--- config.mk ---
export PLATFORM = sky130hd
export DESIGN_NAME = kvs_req_client
export DESIGN_NICKNAME = d
export VERILOG_FILES = /design/src/rtl/kvs_pkg.sv /design/src/rtl/kvs_tag_fifo.sv /design/src/rtl/kvs_req_client.sv
export SDC_FILE = /design/constraint.sdc
export NUM_CORES = 1
export LEC_CHECK = 0
export CAP_MARGIN = 20
export CORE_ASPECT_RATIO = 0.6
export CORE_MARGIN = 2
export CORE_UTILIZATION = 45
export DETAILED_ROUTE_END_ITERATION = 10
export HOLD_SLACK_MARGIN = 0.06
export PLACE_DENSITY = 0.86
export SLEW_MARGIN = 10
export SYNTH_ARGS = -nofsm -noshare
export SYNTH_HDL_FRONTEND = slang
export SYNTH_SLANG_ARGS = --single-unit
--- constraint.sdc ---
create_clock -name clk -period 3.7 [get_ports clk]
set_input_delay 1.11 -clock clk [delete_from_list [all_inputs] [get_ports clk]]
set_output_delay 1.11 -clock clk [all_outputs]
set_load 0.01 [all_outputs]
--- src/rtl/kvs_pkg.sv ---
// -----------------------------------------------------------------------------
// kvs_pkg
// Shared definitions for the KVS request client:
//   - flag op-codes used on the request and response paths
//   - client FSM state encoding
//   - clog2 helper for parameter-derived widths
// -----------------------------------------------------------------------------
package kvs_pkg;

  // Request op-codes (req_flag / in_flag)
  localparam logic [3:0] FLAG_GET  = 4'h1;
  localparam logic [3:0] FLAG_SET  = 4'h2;
  localparam logic [3:0] FLAG_DEL  = 4'h3;
  // Response codes (out_flag / rsp_flag); a synthesised timeout answer uses 0
  localparam logic [3:0] FLAG_HIT  = 4'h8;
  localparam logic [3:0] FLAG_MISS = 4'h9;

  typedef enum logic [1:0] {
    ST_RUN   = 2'd0,
    ST_FLUSH = 2'd1,
    ST_QUIET = 2'd2
  } kvs_state_e;

  // Ceiling log2; clog2(1) = 0
  function automatic int clog2(input int value);
    int r;
    int v;
    r = 0;
    v = value - 1;
    while (v > 0) begin
      r = r + 1;
      v = v >> 1;
    end
    return r;
  endfunction

endpackage

--- src/rtl/kvs_tag_fifo.sv ---
// -----------------------------------------------------------------------------
// kvs_tag_fifo
// Synchronous show-ahead FIFO holding the tags of outstanding requests.
// DEPTH must be a power of two (pointers wrap naturally).
// Ports:
//   clk, rst_n : clock, asynchronous active-low reset
//   push, din  : write din at the tail
//   pop        : drop the head entry
//   dout       : current head (valid whenever count != 0)
//   count      : number of stored entries, 0..DEPTH
// The caller guarantees no push when full and no pop when empty.
// -----------------------------------------------------------------------------
module kvs_tag_fifo import kvs_pkg::*; #(
  parameter int  DEPTH = 8,
  parameter int  WIDTH = 3,
  localparam int PTR_W = clog2(DEPTH),
  localparam int CNT_W = PTR_W + 1
) (
  input  logic             clk,
  input  logic             rst_n,
  input  logic             push,
  input  logic             pop,
  input  logic [WIDTH-1:0] din,
  output logic [WIDTH-1:0] dout,
  output logic [CNT_W-1:0] count
);

  logic [WIDTH-1:0] mem_q [DEPTH];
  logic [PTR_W-1:0] wr_ptr_q, wr_ptr_d;
  logic [PTR_W-1:0] rd_ptr_q, rd_ptr_d;
  logic [CNT_W-1:0] count_q, count_d;

  always_comb begin
    wr_ptr_d = wr_ptr_q;
    rd_ptr_d = rd_ptr_q;
    count_d  = count_q;
    if (push) wr_ptr_d = wr_ptr_q + PTR_W'(1);
    if (pop)  rd_ptr_d = rd_ptr_q + PTR_W'(1);
    case ({push, pop})
      2'b10:   count_d = count_q + CNT_W'(1);
      2'b01:   count_d = count_q - CNT_W'(1);
      default: count_d = count_q;
    endcase
  end

  always_ff @(posedge clk or negedge rst_n) begin
    if (!rst_n) begin
      wr_ptr_q <= '0;
      rd_ptr_q <= '0;
      count_q  <= '0;
    end else begin
      wr_ptr_q <= wr_ptr_d;
      rd_ptr_q <= rd_ptr_d;
      count_q  <= count_d;
    end
  end

  // Storage needs no reset: an entry is only read after it has been written.
  always_ff @(posedge clk) begin
    if (push) mem_q[wr_ptr_q] <= din;
  end

  assign dout  = mem_q[rd_ptr_q];
  assign count = count_q;

endmodule

--- src/rtl/kvs_req_client.sv ---
// -----------------------------------------------------------------------------
// kvs_req_client
// Network-side initiator of the KVS lookup interface. Issues parser requests
// to the DB, pairs in-order DB responses with their tags, and flushes all
// outstanding requests with timeout responses if the DB stops answering.
// Ports:
//   clk, rst_n                  : DB-domain clock, asynchronous active-low reset
//   req_key/req_flag/req_valid  : request from the parser
//   req_ready, req_tag          : accept indication and tag the request will get
//   in_key/in_flag/in_valid     : registered request pulse to the DB
//   out_valid/out_flag          : in-order DB response pulse
//   rsp_valid/rsp_flag/rsp_tag  : registered tagged response pulse downstream
//   rsp_timeout                 : response was synthesised by the flush
//   err_unexp                   : DB response with nothing outstanding
//   dbg_state                   : current FSM state (observation only)
//
// Handshake: a request transfers in any cycle where req_valid && req_ready;
// req_ready is combinational from state and occupancy only, never from
// req_valid. in_valid, out_valid and rsp_valid are single-cycle pulses with
// no backpressure: the receiver must take them in the cycle they are high.
// -----------------------------------------------------------------------------
module kvs_req_client import kvs_pkg::*; #(
  parameter int  KEY_SIZE = 96,
  parameter int  FLAG_W   = 4,
  parameter int  MAX_OUT  = 8,
  parameter int  TIMEOUT  = 255,
  localparam int TAG_W    = clog2(MAX_OUT)
) (
  input  logic                clk,
  input  logic                rst_n,
  input  logic [KEY_SIZE-1:0] req_key,
  input  logic [FLAG_W-1:0]   req_flag,
  input  logic                req_valid,
  output logic                req_ready,
  output logic [TAG_W-1:0]    req_tag,
  output logic [KEY_SIZE-1:0] in_key,
  output logic [FLAG_W-1:0]   in_flag,
  output logic                in_valid,
  input  logic                out_valid,
  input  logic [FLAG_W-1:0]   out_flag,
  output logic                rsp_valid,
  output logic [FLAG_W-1:0]   rsp_flag,
  output logic [TAG_W-1:0]    rsp_tag,
  output logic                rsp_timeout,
  output logic                err_unexp,
  output kvs_state_e          dbg_state
);

  localparam int CNT_W = TAG_W + 1;
  localparam int AGE_W = clog2(TIMEOUT + 1);

  kvs_state_e          state_q, state_d;
  logic [TAG_W-1:0]    issue_tag_q, issue_tag_d;
  logic [AGE_W-1:0]    age_q, age_d;
  logic [AGE_W-1:0]    quiet_q, quiet_d;
  logic [KEY_SIZE-1:0] in_key_q, in_key_d;
  logic [FLAG_W-1:0]   in_flag_q, in_flag_d;
  logic                in_valid_q, in_valid_d;
  logic                rsp_valid_q, rsp_valid_d;
  logic [FLAG_W-1:0]   rsp_flag_q, rsp_flag_d;
  logic [TAG_W-1:0]    rsp_tag_q, rsp_tag_d;
  logic                rsp_timeout_q, rsp_timeout_d;
  logic                err_unexp_q, err_unexp_d;

  logic                accept;
  logic                pop_run;
  logic                pop_flush;
  logic                pop;
  logic [TAG_W-1:0]    head_tag;
  logic [CNT_W-1:0]    count;

  assign req_ready = (state_q == ST_RUN) && (count < CNT_W'(MAX_OUT));
  assign req_tag   = issue_tag_q;
  assign accept    = req_valid && req_ready;

  // A DB response only pops in RUN with something outstanding; the tag being
  // pushed this cycle is never visible at the head, so same-cycle push/pop
  // always answers an older request.
  assign pop_run   = (state_q == ST_RUN) && out_valid && (count != '0);
  assign pop_flush = (state_q == ST_FLUSH) && (count != '0);
  assign pop       = pop_run || pop_flush;

  kvs_tag_fifo #(
    .DEPTH (MAX_OUT),
    .WIDTH (TAG_W)
  ) u_tag_fifo (
    .clk   (clk),
    .rst_n (rst_n),
    .push  (accept),
    .pop   (pop),
    .din   (issue_tag_q),
    .dout  (head_tag),
    .count (count)
  );

  // FSM and counters
  always_comb begin
    state_d     = state_q;
    quiet_d     = '0;
    issue_tag_d = issue_tag_q;
    age_d       = '0;

    if (accept) issue_tag_d = issue_tag_q + TAG_W'(1);

    // age tracks how long the head request has waited; it restarts on every
    // answer and is idle whenever nothing is outstanding or outside RUN.
    if (state_q == ST_RUN && !pop && count != '0 && age_q != AGE_W'(TIMEOUT)) begin
      age_d = age_q + AGE_W'(1);
    end

    case (state_q)
      ST_RUN: begin
        if (age_q == AGE_W'(TIMEOUT)) state_d = ST_FLUSH;
      end
      ST_FLUSH: begin
        // Nothing is pushed in FLUSH, so the entry popped with count==1 is last.
        if (count <= CNT_W'(1)) state_d = ST_QUIET;
      end
      ST_QUIET: begin
        // Hold off new traffic for TIMEOUT cycles so late DB answers to the
        // flushed requests are absorbed instead of being matched to new tags.
        if (quiet_q == AGE_W'(TIMEOUT - 1)) begin
          state_d = ST_RUN;
        end else begin
          quiet_d = quiet_q + AGE_W'(1);
        end
      end
      default: state_d = ST_RUN;
    endcase
  end

  // Issue and response registers
  always_comb begin
    in_key_d      = in_key_q;
    in_flag_d     = in_flag_q;
    in_valid_d    = accept;
    rsp_valid_d   = pop;
    rsp_flag_d    = '0;
    rsp_tag_d     = '0;
    rsp_timeout_d = 1'b0;
    err_unexp_d   = (state_q == ST_RUN) && out_valid && (count == '0);

    if (accept) begin
      in_key_d  = req_key;
      in_flag_d = req_flag;
    end
    if (pop) begin
      rsp_tag_d     = head_tag;
      rsp_flag_d    = pop_run ? out_flag : '0;
      rsp_timeout_d = pop_flush;
    end
  end

  always_ff @(posedge clk or negedge rst_n) begin
    if (!rst_n) begin
      state_q       <= ST_RUN;
      issue_tag_q   <= '0;
      age_q         <= '0;
      quiet_q       <= '0;
      in_key_q      <= '0;
      in_flag_q     <= '0;
      in_valid_q    <= 1'b0;
      rsp_valid_q   <= 1'b0;
      rsp_flag_q    <= '0;
      rsp_tag_q     <= '0;
      rsp_timeout_q <= 1'b0;
      err_unexp_q   <= 1'b0;
    end else begin
      state_q       <= state_d;
      issue_tag_q   <= issue_tag_d;
      age_q         <= age_d;
      quiet_q       <= quiet_d;
      in_key_q      <= in_key_d;
      in_flag_q     <= in_flag_d;
      in_valid_q    <= in_valid_d;
      rsp_valid_q   <= rsp_valid_d;
      rsp_flag_q    <= rsp_flag_d;
      rsp_tag_q     <= rsp_tag_d;
      rsp_timeout_q <= rsp_timeout_d;
      err_unexp_q   <= err_unexp_d;
    end
  end

  assign in_key      = in_key_q;
  assign in_flag     = in_flag_q;
  assign in_valid    = in_valid_q;
  assign rsp_valid   = rsp_valid_q;
  assign rsp_flag    = rsp_flag_q;
  assign rsp_tag     = rsp_tag_q;
  assign rsp_timeout = rsp_timeout_q;
  assign err_unexp   = err_unexp_q;
  assign dbg_state   = state_q;

endmodule

==> summary.txt, run 1 <==
Global route
  • Global-route wire length before repair: 25100 um
  • Total gr overflow: 0
  • Met3 usage: 0.0766
  • Met2 Usage GRT: 0.333
  • Busiest layer in global routing: met2
  • Pin count of the biggest net entering global routing: 58
  • GRT met1 Usage: 0.248
  • Total GRT Usage: 0.201
  • Vias in the first global route: 4826
  • Initial antenna violation count: 0

Power and ir drop
  • Pwr Total: 7640 uW
  • Clk pwr share: 0.229
  • Maximum vdd drop: 0.000464 V
  • PD cells: 789 nW/um2
  • Logic pwr share: 0.373
  • Sequential power share: 0.398
  • Internal power: 5310 uW
  • Sw Ratio: 0.305
  • Switch Pwr: 2330 uW
  • LEAKAGE: 0.00395 uW

Placed design
  • Dpl cell area: 9100 um2
  • Dpl ws: 0.355 ns
  • Placer Congestion: 0.796
  • HPWL after DPL: 11100 um
  • IO Port Bufs: 224

Die
  • Initial cell density of the core: 0.462
  • Core area: 14500 um2
  • IO Count: 225
  • Full die area: 16000 um2
  • Die height: 98.7 um
  • Width of the die: 162 um
  • Rows: 34

Timing
  • Fin Setup TNS: 0 ns
  • RSZ-0062 raised after global routing: false
  • FMAX: 341 MHz
  • Measured slew at the worst slew-check pin: 0.675 ns
  • Final min period: 2.93 ns
  • Final Hold Viols: 0
  • Setup violators final: 0
  • Worst setup margin: 0.767 ns
  • Pins Over Slew Limit: 0
  • Clock skew: 0.0104 ns
  • Period utilisation layout: 0.793
  • Max-slew headroom: 0.546

Yosys
  • Yosys Warn Count: 0
  • Gate Count Post-Synth: 426
  • Synthesized area: 6720 um2
  • Syn avg cell area: 15.8 um2
  • Count of cell types in the netlist: 53
  • EDFF count, synth: 24
  • XOR/XNOR Fraction of Synth Area: 0.0182
  • Post-synth top flop: dfrtp_1
  • Synth Area in Compound Gates: 0.0262
  • Mux cell area share after synthesis: 0.209
  • Adder-cell share of the synthesized area: 0.0205
  • Simple-gate share of the synthesized area: 0.0603
  • Synth Register Bits: 166
  • Async SR Flop Fraction: 0.855
  • Syn_nets: 545
  • Main combinational cell family by area after synthesis: multiplexers
  • Post-synthesis sequential area ratio: 0.636

Detailed routing
  • Routed wire per std cell: 17.7 um
  • DRC Markers: 0
  • Initial DRC Count: 183
  • Vias: 4324
  • DRT Wirelength: 15300 um
  • Post-DR vias/cell: 4.99
  • DRT Pass-1 Iters: 4
  • DRT antenna net count: 0

Clock tree
  • Clock-pin transition on the worst setup and hold timing paths: 0.07 ns
  • Clock sink count: 166
  • CTS buffer count: 17
  • CTS max path bufs: 2
  • Hold-fix buffers at CTS: 0
  • H-Tree Depth: 4
  • Clk Latency, worst-skew pair: 0.41 ns
  • TritonCTS clock tree: built
  • Setup bufs post-CTS: 0
  • Post-CTS Resized: 0
  • CTS root buf: clkbuf_16

Worst setup path
  • Worst path slowest cell: clkdlybuf4s50_1
  • Crit start category: input port
  • Worst setup path category: input port to register
  • Worst Path Max Fanout: 5
  • WP data required: 4.03 ns
  • CP cell instances: clkdlybuf4s50_1 -> nor2_1 -> or3_1 -> inv_2 -> ha_1 -> or4b_1 -> a21oi_1 -> xor2_1
  • Critical path capture point type: register
  • Crit path arrival time: 3.27 ns
  • Worst path max stage delay: 0.55 ns

Job
  • Max_cap viols: 0

Cells and area
  • Ant. Diodes: 0
  • Share of post-route cells with drive strength above 1: 0.232
  • NumNets Final: 774
  • Final core occ: 0.665
  • Synth-to-layout area growth: 44.0%
  • Final Instance Area: 9680 um2

Status
  • Status: finished clean

Worst hold path
  • Tightest Hold Check Type: register to register
[registers in the layout (all words and copies together), names as in the netlist]
| register | flops |
|---|---|
| u_tag_fifo.wr_ptr_q | 3 |
| in_valid | 1 |
| quiet_q | 8 |
| u_tag_fifo.count | 4 |
| in_flag | 4 |
| rsp_tag | 3 |
| u_tag_fifo.rd_ptr_q | 3 |
| u_tag_fifo.mem_q | 24 |
| rsp_timeout | 1 |
| rsp_flag | 4 |
| dbg_state | 2 |
| in_key | 96 |
| req_tag | 3 |
| age_q | 8 |
| rsp_valid | 1 |
| err_unexp | 1 |
[synth_stat cells, types with 2 or more instances]
| library cell | number | share of area |
|---|---|---|
| o21ai_0 | 6 | 0.0045 |
| xor2_1 | 7 | 0.0091 |
| edfxtp_1 | 24 | 0.11 |
| buf_4 | 8 | 0.0089 |
| xnor2_1 | 7 | 0.0091 |
| mux2i_1 | 4 | 0.0060 |
| or4_1 | 3 | 0.0033 |
| mux2_1 | 3 | 0.0050 |
| or3_1 | 3 | 0.0028 |
| nand2_1 | 8 | 0.0045 |
| inv_1 | 7 | 0.0039 |
| nor3_1 | 4 | 0.0030 |
| dfrtp_1 | 142 | 0.53 |
| a21oi_1 | 10 | 0.0074 |
| buf_12 | 3 | 0.0089 |
| o31ai_1 | 2 | 0.0022 |
| and2_1 | 4 | 0.0037 |
| mux4_2 | 6 | 0.020 |
| buf_2 | 5 | 0.0037 |
| nand4b_1 | 2 | 0.0026 |
| nor2_1 | 18 | 0.010 |
| nand3_1 | 4 | 0.0030 |
| mux2_2 | 82 | 0.14 |
| nor3b_2 | 2 | 0.0037 |
| nand4_1 | 2 | 0.0019 |
| nor3_2 | 3 | 0.0045 |
| nand2b_1 | 3 | 0.0028 |
| ha_1 | 11 | 0.020 |
| mux2_4 | 18 | 0.040 |
| buf_1 | 2 | 0.0011 |
[through the flow]
stage | std cells | hold WS (ns)
after floorplan | 426 | 0.490
after global placement | 834 | 0.469
after detailed placement | 834 | 0.490
after CTS | 866 | 0.511
after global routing | 866 | 0.514
final | 866 | 0.506
[cells by family (layout without fill, tap and decap cells)]
kind of cell / Yosys count / count (layout)
flops: 166 / 166
mux: 113 / 113
simple gates: 67 / 67
buf+inv: 28 / 270
compound gates: 27 / 27
xor+xnor: 14 / 14
fa+ha+maj: 11 / 11
[path summary, 6_finish.rpt]
| check | start | endpoint | slack [ns] | cells past startpoint |
|---|---|---|---|---|
| max in group asynchronous | rst_n | req_tag[2]$_DFFE_PN0P_ | 2.24 | 2 |
| worst min register to register | in_key[35]$_DFFE_PN0P_ | in_key[35]$_DFFE_PN0P_ | 0.51 | 1 |
| worst max register to register | u_tag_fifo.count[0]$_DFFE_PN0P_ | u_tag_fifo.count[3]$_DFFE_PN0P_ | 1.12 | 9 |
| worst max-delay path | out_valid | u_tag_fifo.count[3]$_DFFE_PN0P_ | 0.77 | 8 |
| min in group asynchronous | rst_n | u_tag_fifo.count[3]$_DFFE_PN0P_ | 0.66 | 1 |
| worst min-delay path | in_key[35]$_DFFE_PN0P_ | in_key[35]$_DFFE_PN0P_ | 0.51 | 1 |
[cell usage in the layout, fill, tap and decap left out, types with 3 or more instances in the layout]
cell and instances:
clkdlybuf4s50_1 223, mux2_1 3, dfrtp_1 142, and2_1 4
mux2_4 18, clkbuf_16 17, ha_1 11, inv_1 7
nand2_1 8, edfxtp_1 24, nand3_1 4, inv_6 7
mux4_2 6, nor2_1 18, or4_1 3, mux2_2 82
a21oi_1 10, buf_4 4, nor3_2 3, o21ai_0 6
mux2i_1 4, inv_8 5, nand2b_1 3, nor3_1 4
xor2_1 7, or3_1 3, xnor2_1 7
[layout make-up]
type | count | area (um2)
Inverter | 9 | 41.3
Fill cell | 1024 | 4870
Timing Repair Buffer | 229 | 2290
Clock buffer | 18 | 429
Tap cell | 198 | 248
Clock inverter | 14 | 151
Sequential cell | 166 | 4270
Multi-Input combinational cell | 232 | 2240
[per-layer routing]
layer | part of all wire | routed length, um
met5 | 0 | 0
met4 | 0.013 | 192
met3 | 0.086 | 1320
met2 | 0.49 | 7560
met1 | 0.41 | 6270
[power groups by stage]
stage                     combinational [uW]  clock (uW)  sequential (uW)
after global placement                  2810           0             3020
after detailed placement                2870           0             3070
after global routing                    3050        1870             3140
after floorplan                         1170           0             3220
after CTS                               2890        1790             3060
final                                   2840        1750             3040
[critical path: cells and delay by family]
family	cells	cell delay (ns)
and+or+nand+nor	3	0.93
buffers and inverters	2	0.67
adders and majority gates	1	0.23
AOI/OAI and AO/OA	1	0.16
xor gates and xnor gates	1	0.16
Note: power is estimated with default switching activity, not from simulation.
==> run 2: changes to the inputs <==
CORE_UTILIZATION = 41   (was 45)
PLACE_DENSITY = 0.83   (was 0.86)
clock period = 2.5 ns   (was 3.7 ns; I/O delays follow)
==> run 2 against run 1 <==
  * Register-to-register slack got worse by 0.97 ns
  * Worst setup slack got worse by 0.67 ns
  * Clock skew rose by 0.00079 ns
  * Clock-buffer cell count rose by 2
  * Largest power group unchanged
  * Critical path type is now register to primary output
==> summary.txt, run 2 (synthesis gave the netlist of run 1 again) <==
Timing
  • RSZ-0062 raised after global routing: false
  • Measured slew at the worst slew-check pin: 0.539 ns (-0.136 ns)
  • Worst setup margin: 0.0986 ns (-0.669 ns)
  • Pins Over Slew Limit: 0 (unchanged)
  • Final min period: 2.40 ns
  • Fin Hold WS: 0.245 ns (-0.261 ns)
  • Period utilisation layout: 0.961
  • FMAX: 416 MHz
  • Setup violators final: 0 (unchanged)
  • Clock skew: 0.0112 ns (+0.000795 ns)
  • Max-slew headroom: 0.639 (+0.0929)
  • Final Hold Viols: 0 (unchanged)

Detailed routing
  • DRT Pass-1 Iters: 5 (+1)
  • DRC Markers: 0 (unchanged)
  • DRT Wirelength: 16700 um (+8.9%)
  • Routed wire per std cell: 18.7 um (+5.8%)
  • Vias: 4441 (+2.7%)
  • Post-DR vias/cell: 4.98 (-0.18%)
  • Initial DRC Count: 316 (+73%)
  • DRT antenna net count: 0 (unchanged)

Status
  • Status: finished clean

Global route
  • Pin count of the biggest net entering global routing: 60 (+3.4%)
  • Global-route wire length before repair: 25800 um (+2.8%)
  • Initial antenna violation count: 0 (unchanged)
  • Total GRT Usage: 0.195 (-0.00554)
  • Total gr overflow: 0 (unchanged)
  • Vias in the first global route: 4816 (-0.21%)

Die
  • Width of the die: 169 um (+4.6%)
  • Full die area: 17500 um2 (+9.4%)
  • Die height: 103 um (+4.6%)
  • Initial cell density of the core: 0.417 (-0.0452)
  • Rows: 36 (+5.9%)
  • IO Count: 225 (unchanged)
  • Core area: 16100 um2 (+11%)

Job
  • Max_cap viols: 0 (unchanged)

Worst setup path
  • R2r setup slk: 0.15 ns (-0.97 ns)
  • Reg2Reg Depth: 9 (unchanged)
  • Worst Path Max Fanout: 2 (-3)
  • Crit path arrival time: 1.65 ns (-1.62 ns)
  • WP data required: 1.75 ns (-2.28 ns)
  • Worst r2r dst: u_tag_fifo.count[3]$_DFFE_PN0P_
  • Worst r2r src: u_tag_fifo.count[0]$_DFFE_PN0P_
  • Crit start category: register
  • Critical path capture point type: primary output
  • Worst setup path category: register to primary output

Placed design
  • HPWL after DPL: 12000 um (+7.9%)
  • IO Port Bufs: 224 (unchanged)
  • Dpl cell area: 9230 um2 (+1.4%)
  • Placer Congestion: 0.799 (+0.38%)
  • Dpl ws: -0.261 ns (-0.616 ns)

Power and ir drop
  • LEAKAGE: 0.00402 uW (+1.7%)
  • Sequential power share: 0.394 (-0.004)
  • Internal power: 8090 uW (+52%)
  • Switch Pwr: 3400 uW (+46%)
  • Maximum vdd drop: 0.000684 V (+47%)
  • Logic pwr share: 0.380 (+0.007)
  • Sw Ratio: 0.296 (-0.00872)
  • Clk pwr share: 0.226 (-0.003)
  • PD cells: 1170 nW/um2 (+48%)

Clock tree
  • Clock sink count: 166 (unchanged)
  • CTS buffer count: 17 (unchanged)
  • Clk Latency, worst-skew pair: 0.42 ns (about the same)
  • Clock-pin transition on the worst setup and hold timing paths: 0.06 ns (about the same)
  • CTS max path bufs: 2 (unchanged)
  • Hold-fix buffers at CTS: 0 (unchanged)
  • CTS root buf: clkbuf_16
  • TritonCTS clock tree: built
  • H-Tree Depth: 4 (unchanged)

Cells and area
  • Share of post-route cells with drive strength above 1: 0.243 (+0.0114)
  • Most common cell after layout, fill and taps aside: clkdlybuf4s50_1
  • Ant. Diodes: 0 (unchanged)
  • Final Instance Area: 9850 um2 (+1.7%)
  • Commonest cells after routing, fill and taps aside: 223 x clkdlybuf4s50_1, 138 x dfrtp_1, 82 x mux2_2
  • NumNets Final: 788 (+1.8%)
  • Synth-to-layout area growth: 46.4%
  • Final core occ: 0.611 (-0.0548)
  • Final-layout fill cell count: 1210 (+18%)
  • Max reg flops: 96 (unchanged)

Worst hold path
  • Tightest Hold Check Type: input port to asynchronous set/reset pin
==> run 2: cell types whose count changed in the layout (fill, tap and decap cells not counted), sizes merged <==
cell,delta
buf,+14
inv,-11
clkinv,+6
bufinv,+2
clkbuf,+2
clkinvlp,+1
==> run 2: cell type report <==
cell class	count	area [um2]	share of cell area
Sequential cell	166	4280	0.435
Timing Repair Buffer	243	2450	0.249
Multi-Input combinational cell	232	2240	0.228
Clock buffer	20	437	0.0443
Tap cell	209	262	0.0266
Clock inverter	12	135	0.0137
Inverter	9	41.3	0.00419
==> run 2: power groups by stage <==
stage | Combinational [uW] | Sequential, uW | Clock (uW)
2_1_floorplan | 1730 | 4760 | 0
3_3_place_gp | 4280 | 4480 | 0
3_5_place_dp | 4370 | 4560 | 0
4_1_cts | 4400 | 4550 | 2660
5_1_grt | 4680 | 4690 | 2780
6_report | 4370 | 4530 | 2600
==> run 2: repair_timing <==
| item | in CTS | in global routing |
|---|---|---|
| setup endpoints to repair | 1 | 2 |
| pin swaps | 0 | 0 |
| gates resized for setup | 2 | 2 |
| endpoints found under the hold margin | 0 | 0 |
| buffers inserted | 1 | 4 |
==> run 2: how the worst max path moves through the flow <==
| stage | startpoint | to | slack [ns] | depth (start not counted) |
|---|---|---|---|---|
| after detailed placement | out_valid | u_tag_fifo.count[3]$_DFFE_PN0P_ | -0.26 | 8 |
| after CTS | dbg_state[0]$_DFFE_PN0P_ | req_ready | 0.02 | 2 |
| after global placement | out_valid | u_tag_fifo.count[3]$_DFFE_PN0P_ | -0.22 | 8 |
| after global routing | req_tag[0]$_DFFE_PN0P_ | req_tag[0] | 0.02 | 1 |
| final | dbg_state[1]$_DFFE_PN0P_ | req_ready | 0.1 | 2 |
| after floorplan | u_tag_fifo.count[0]$_DFFE_PN0P_ | u_tag_fifo.count[3]$_DFFE_PN0P_ | 0.13 | 10 |
==> run 2: critical path, cell delays in order, from the launching register on <==
cell and delay (ns):
dfrtp_2 0.43, nor3_4 0.23, clkdlybuf4s50_1 0.57
==> run 2: metal layers <==
metal,track usage,vias up,routed length (um)
li1,-,2005,-
met2,0.315,163,8050
met1,0.234,2257,6940
met4,0.0539,0,129
met5,0,-,0
met3,0.0986,16,1580
==> run 2: through the flow <==
stage | total power, uW | cells | TNS (ns)
detailed placement | 8920 | 854 | -0.294
CTS | 11600 | 887 | 0
floorplan | 6490 | 426 | 0
global placement | 8760 | 854 | -0.217
global route | 12100 | 891 | 0
finish | 11500 | 891 | 0
==> run 3: changes to the inputs <==
--- a/constraint.sdc
+++ b/constraint.sdc
@@ -3,2 +3,2 @@
 set_output_delay 0.75 -clock clk [all_outputs]
-set_load 0.01 [all_outputs]
+set_load 0.02 [all_outputs]
==> run 3 against run 2 <==
  * Routed wire length shrank 5.2%
  * Core utilization fell by 0.32 points
  * Register-to-register slack barely moved
  * Critical path type unchanged
  * Sequential power is essentially flat
  * Global-route usage fell by 0.69 points
  * First-iteration DRC count fell by 21%
  * Critical path depth down 1
  * Highest routed layer unchanged
  * Clock skew down 0.0014 ns
==> summary.txt, run 3 (synthesis gave the netlist of run 1 again) <==
Timing
  • Fin Hold WS: 0.275 ns (+0.0292 ns)
  • Measured slew at the worst slew-check pin: 0.512 ns (-0.0264 ns)
  • FMAX: 415 MHz (-0.30%)
  • Period utilisation layout: 0.963 (+0.00287)
  • Final min period: 2.41 ns (+0.00718 ns)
  • RSZ-0062 raised after global routing: false
  • Max-slew headroom: 0.656 (+0.0170)
  • Pins Over Slew Limit: 0 (unchanged)
  • Setup violators final: 0 (unchanged)
  • Clock skew: 0.00979 ns (-0.00142 ns)
  • Worst setup margin: 0.0914 ns (-0.00718 ns)
  • Final Hold Viols: 0 (unchanged)

Worst setup path
  • Worst r2r dst: u_tag_fifo.count[3]$_DFFE_PN0P_
  • Worst path max stage delay: 0.68 ns (+0.11 ns)
  • Reg2Reg Depth: 9 (unchanged)
  • Critical path capture point type: primary output
  • Worst Path Max Fanout: 10 (+8)
  • CP cell instances: clkdlybuf4s50_1
  • Worst path slowest cell: clkdlybuf4s50_1
  • Crit path arrival time: 1.66 ns (about the same)
  • R2r setup slk: 0.15 ns (about the same)
  • Crit-path leading delay family: buffers and inverters
  • Worst r2r src: u_tag_fifo.count[1]$_DFFE_PN0P_
  • Crit start category: register
  • Worst Path Buf+Inv: 1 (unchanged)
  • Worst setup path category: register to primary output
  • WP data required: 1.75 ns (about the same)

Placed design
  • Dpl ws: -0.253 ns (+0.00755 ns)
  • Inst Count DP: 855 (+0.12%)
  • Placer Congestion: 0.797 (-0.31%)
  • IO Port Bufs: 224 (unchanged)
  • HPWL after DPL: 11600 um (-3.2%)

Cells and area
  • Non-Filler Instances: 887 (-0.45%)
  • Max reg flops: 96 (unchanged)
  • Commonest cells after routing, fill and taps aside: 222 x clkdlybuf4s50_1, 138 x dfrtp_1, 82 x mux2_2
  • Share of post-route cells with drive strength above 1: 0.248 (+0.00439)
  • NumNets Final: 784 (-0.51%)
  • Ant. Diodes: 0 (unchanged)
  • Final core occ: 0.607 (-0.00318)
  • Synth-to-layout area growth: 45.7%
  • Most common cell after layout, fill and taps aside: clkdlybuf4s50_1

Die
  • Rows: 36 (unchanged)
  • Initial cell density of the core: 0.417 (unchanged)
  • Die height: 103 um (unchanged)
  • Width of the die: 169 um (unchanged)
  • Core area: 16100 um2 (unchanged)
  • IO Count: 225 (unchanged)
  • Full die area: 17500 um2 (unchanged)

Global route
  • Total GRT Usage: 0.188 (-0.00690)
  • Pin count of the biggest net entering global routing: 54 (-10%)
  • Total gr overflow: 0 (unchanged)
  • Vias in the first global route: 4711 (-2.2%)
  • Initial antenna violation count: 0 (unchanged)
  • Global-route wire length before repair: 25000 um (-2.9%)

Clock tree
  • Clk Latency, worst-skew pair: 0.41 ns (about the same)
  • H-Tree Depth: 4 (unchanged)
  • Setup bufs post-CTS: 0 (-1)
  • CTS root buf: clkbuf_16
  • Clock sink count: 166 (unchanged)
  • CTS buffer count: 17 (unchanged)
  • Clock-pin transition on the worst setup and hold timing paths: 0.07 ns (about the same)
  • CTS max path bufs: 2 (unchanged)
  • TritonCTS clock tree: built

Detailed routing
  • DRT Wirelength: 15800 um (-5.2%)
  • DRT antenna net count: 0 (unchanged)
  • Post-DR vias/cell: 4.95 (-0.73%)
  • Vias: 4389 (-1.2%)
  • DRC Markers: 0 (unchanged)
  • Initial DRC Count: 251 (-21%)
  • Routed wire per std cell: 17.8 um (-4.8%)
  • DRT Pass-1 Iters: 4 (-1)

Power and ir drop
  • LEAKAGE: 0.00400 uW (-0.40%)
  • PD cells: 1220 nW/um2 (+4.7%)
  • Maximum vdd drop: 0.000644 V (-5.9%)

Worst hold path
  • Tightest Hold Check Type: input port to asynchronous set/reset pin

Status
  • Status: finished clean

Job
  • Max_cap viols: 0 (unchanged)
-- run 3: cell count changes in the layout (fill, tap and decap cells not counted) --
cell,change
clkinv_1,-5
buf_4,-4
inv_6,+4
bufinv_16,-2
clkinv_4,+2
inv_4,+2
clkbuf_1,-1
clkdlybuf4s50_1,-1
clkinv_2,+1
clkinvlp_4,-1
dlygate4sd2_1,+1
-- run 3: layer usage --
metal  vias up  GRT usage  share of wire
met5         -          0              0
met4         0     0.0434         0.0060
met3         9     0.0856          0.096
met2       149      0.304           0.48
met1      2221      0.236           0.42
li1       2010          -              -
-- run 3: cell type report --
| class | instances | area, um2 |
|---|---|---|
| Fill cell | 1201 | 6330 |
| Sequential cell | 166 | 4280 |
| Timing Repair Buffer | 239 | 2420 |
| Multi-Input combinational cell | 232 | 2240 |
| Clock buffer | 19 | 433 |
| Tap cell | 209 | 262 |
| Clock inverter | 13 | 119 |
| Inverter | 9 | 41.3 |
-- run 3: worst max path at each step --
stage / start / cells past startpoint / endpoint
2_1_floorplan: u_tag_fifo.count[0]$_DFFE_PN0P_ / 10 / u_tag_fifo.count[3]$_DFFE_PN0P_
3_3_place_gp: out_valid / 8 / u_tag_fifo.count[3]$_DFFE_PN0P_
3_5_place_dp: out_valid / 8 / u_tag_fifo.count[3]$_DFFE_PN0P_
4_1_cts: req_tag[1]$_DFFE_PN0P_ / 1 / req_tag[1]
5_1_grt: u_tag_fifo.count[1]$_DFFE_PN0P_ / 9 / u_tag_fifo.count[3]$_DFFE_PN0P_
6_report: req_tag[2]$_DFFE_PN0P_ / 1 / req_tag[2]
-- run 3: what timing repair did --
| action | 4_1_cts | 5_1_grt |
|---|---|---|
| gates resized for setup | 2 | 3 |
| setup endpoints to repair | 2 | 3 |
| pin swaps | 0 | 0 |
| hold buffers | 0 | 0 |
-- run 3: through the flow --
stage	total power (uW)	TNS [ns]	area [um2]
final	12000	0	9800
after CTS	12100	0	9790
after global routing	12600	0	9800
after detailed placement	9570	-0.271	9240
after floorplan	7130	0	6720
after global placement	9410	-0.214	9240
-- run 3: where the power goes --
group | internal (uW) | total [uW] | switching, uW | leakage [uW]
logic | 2720 | 4980 | 2260 | 0.00180
clock network | 1390 | 2480 | 1100 | 0.000278
registers | 3790 | 4510 | 724 | 0.00192
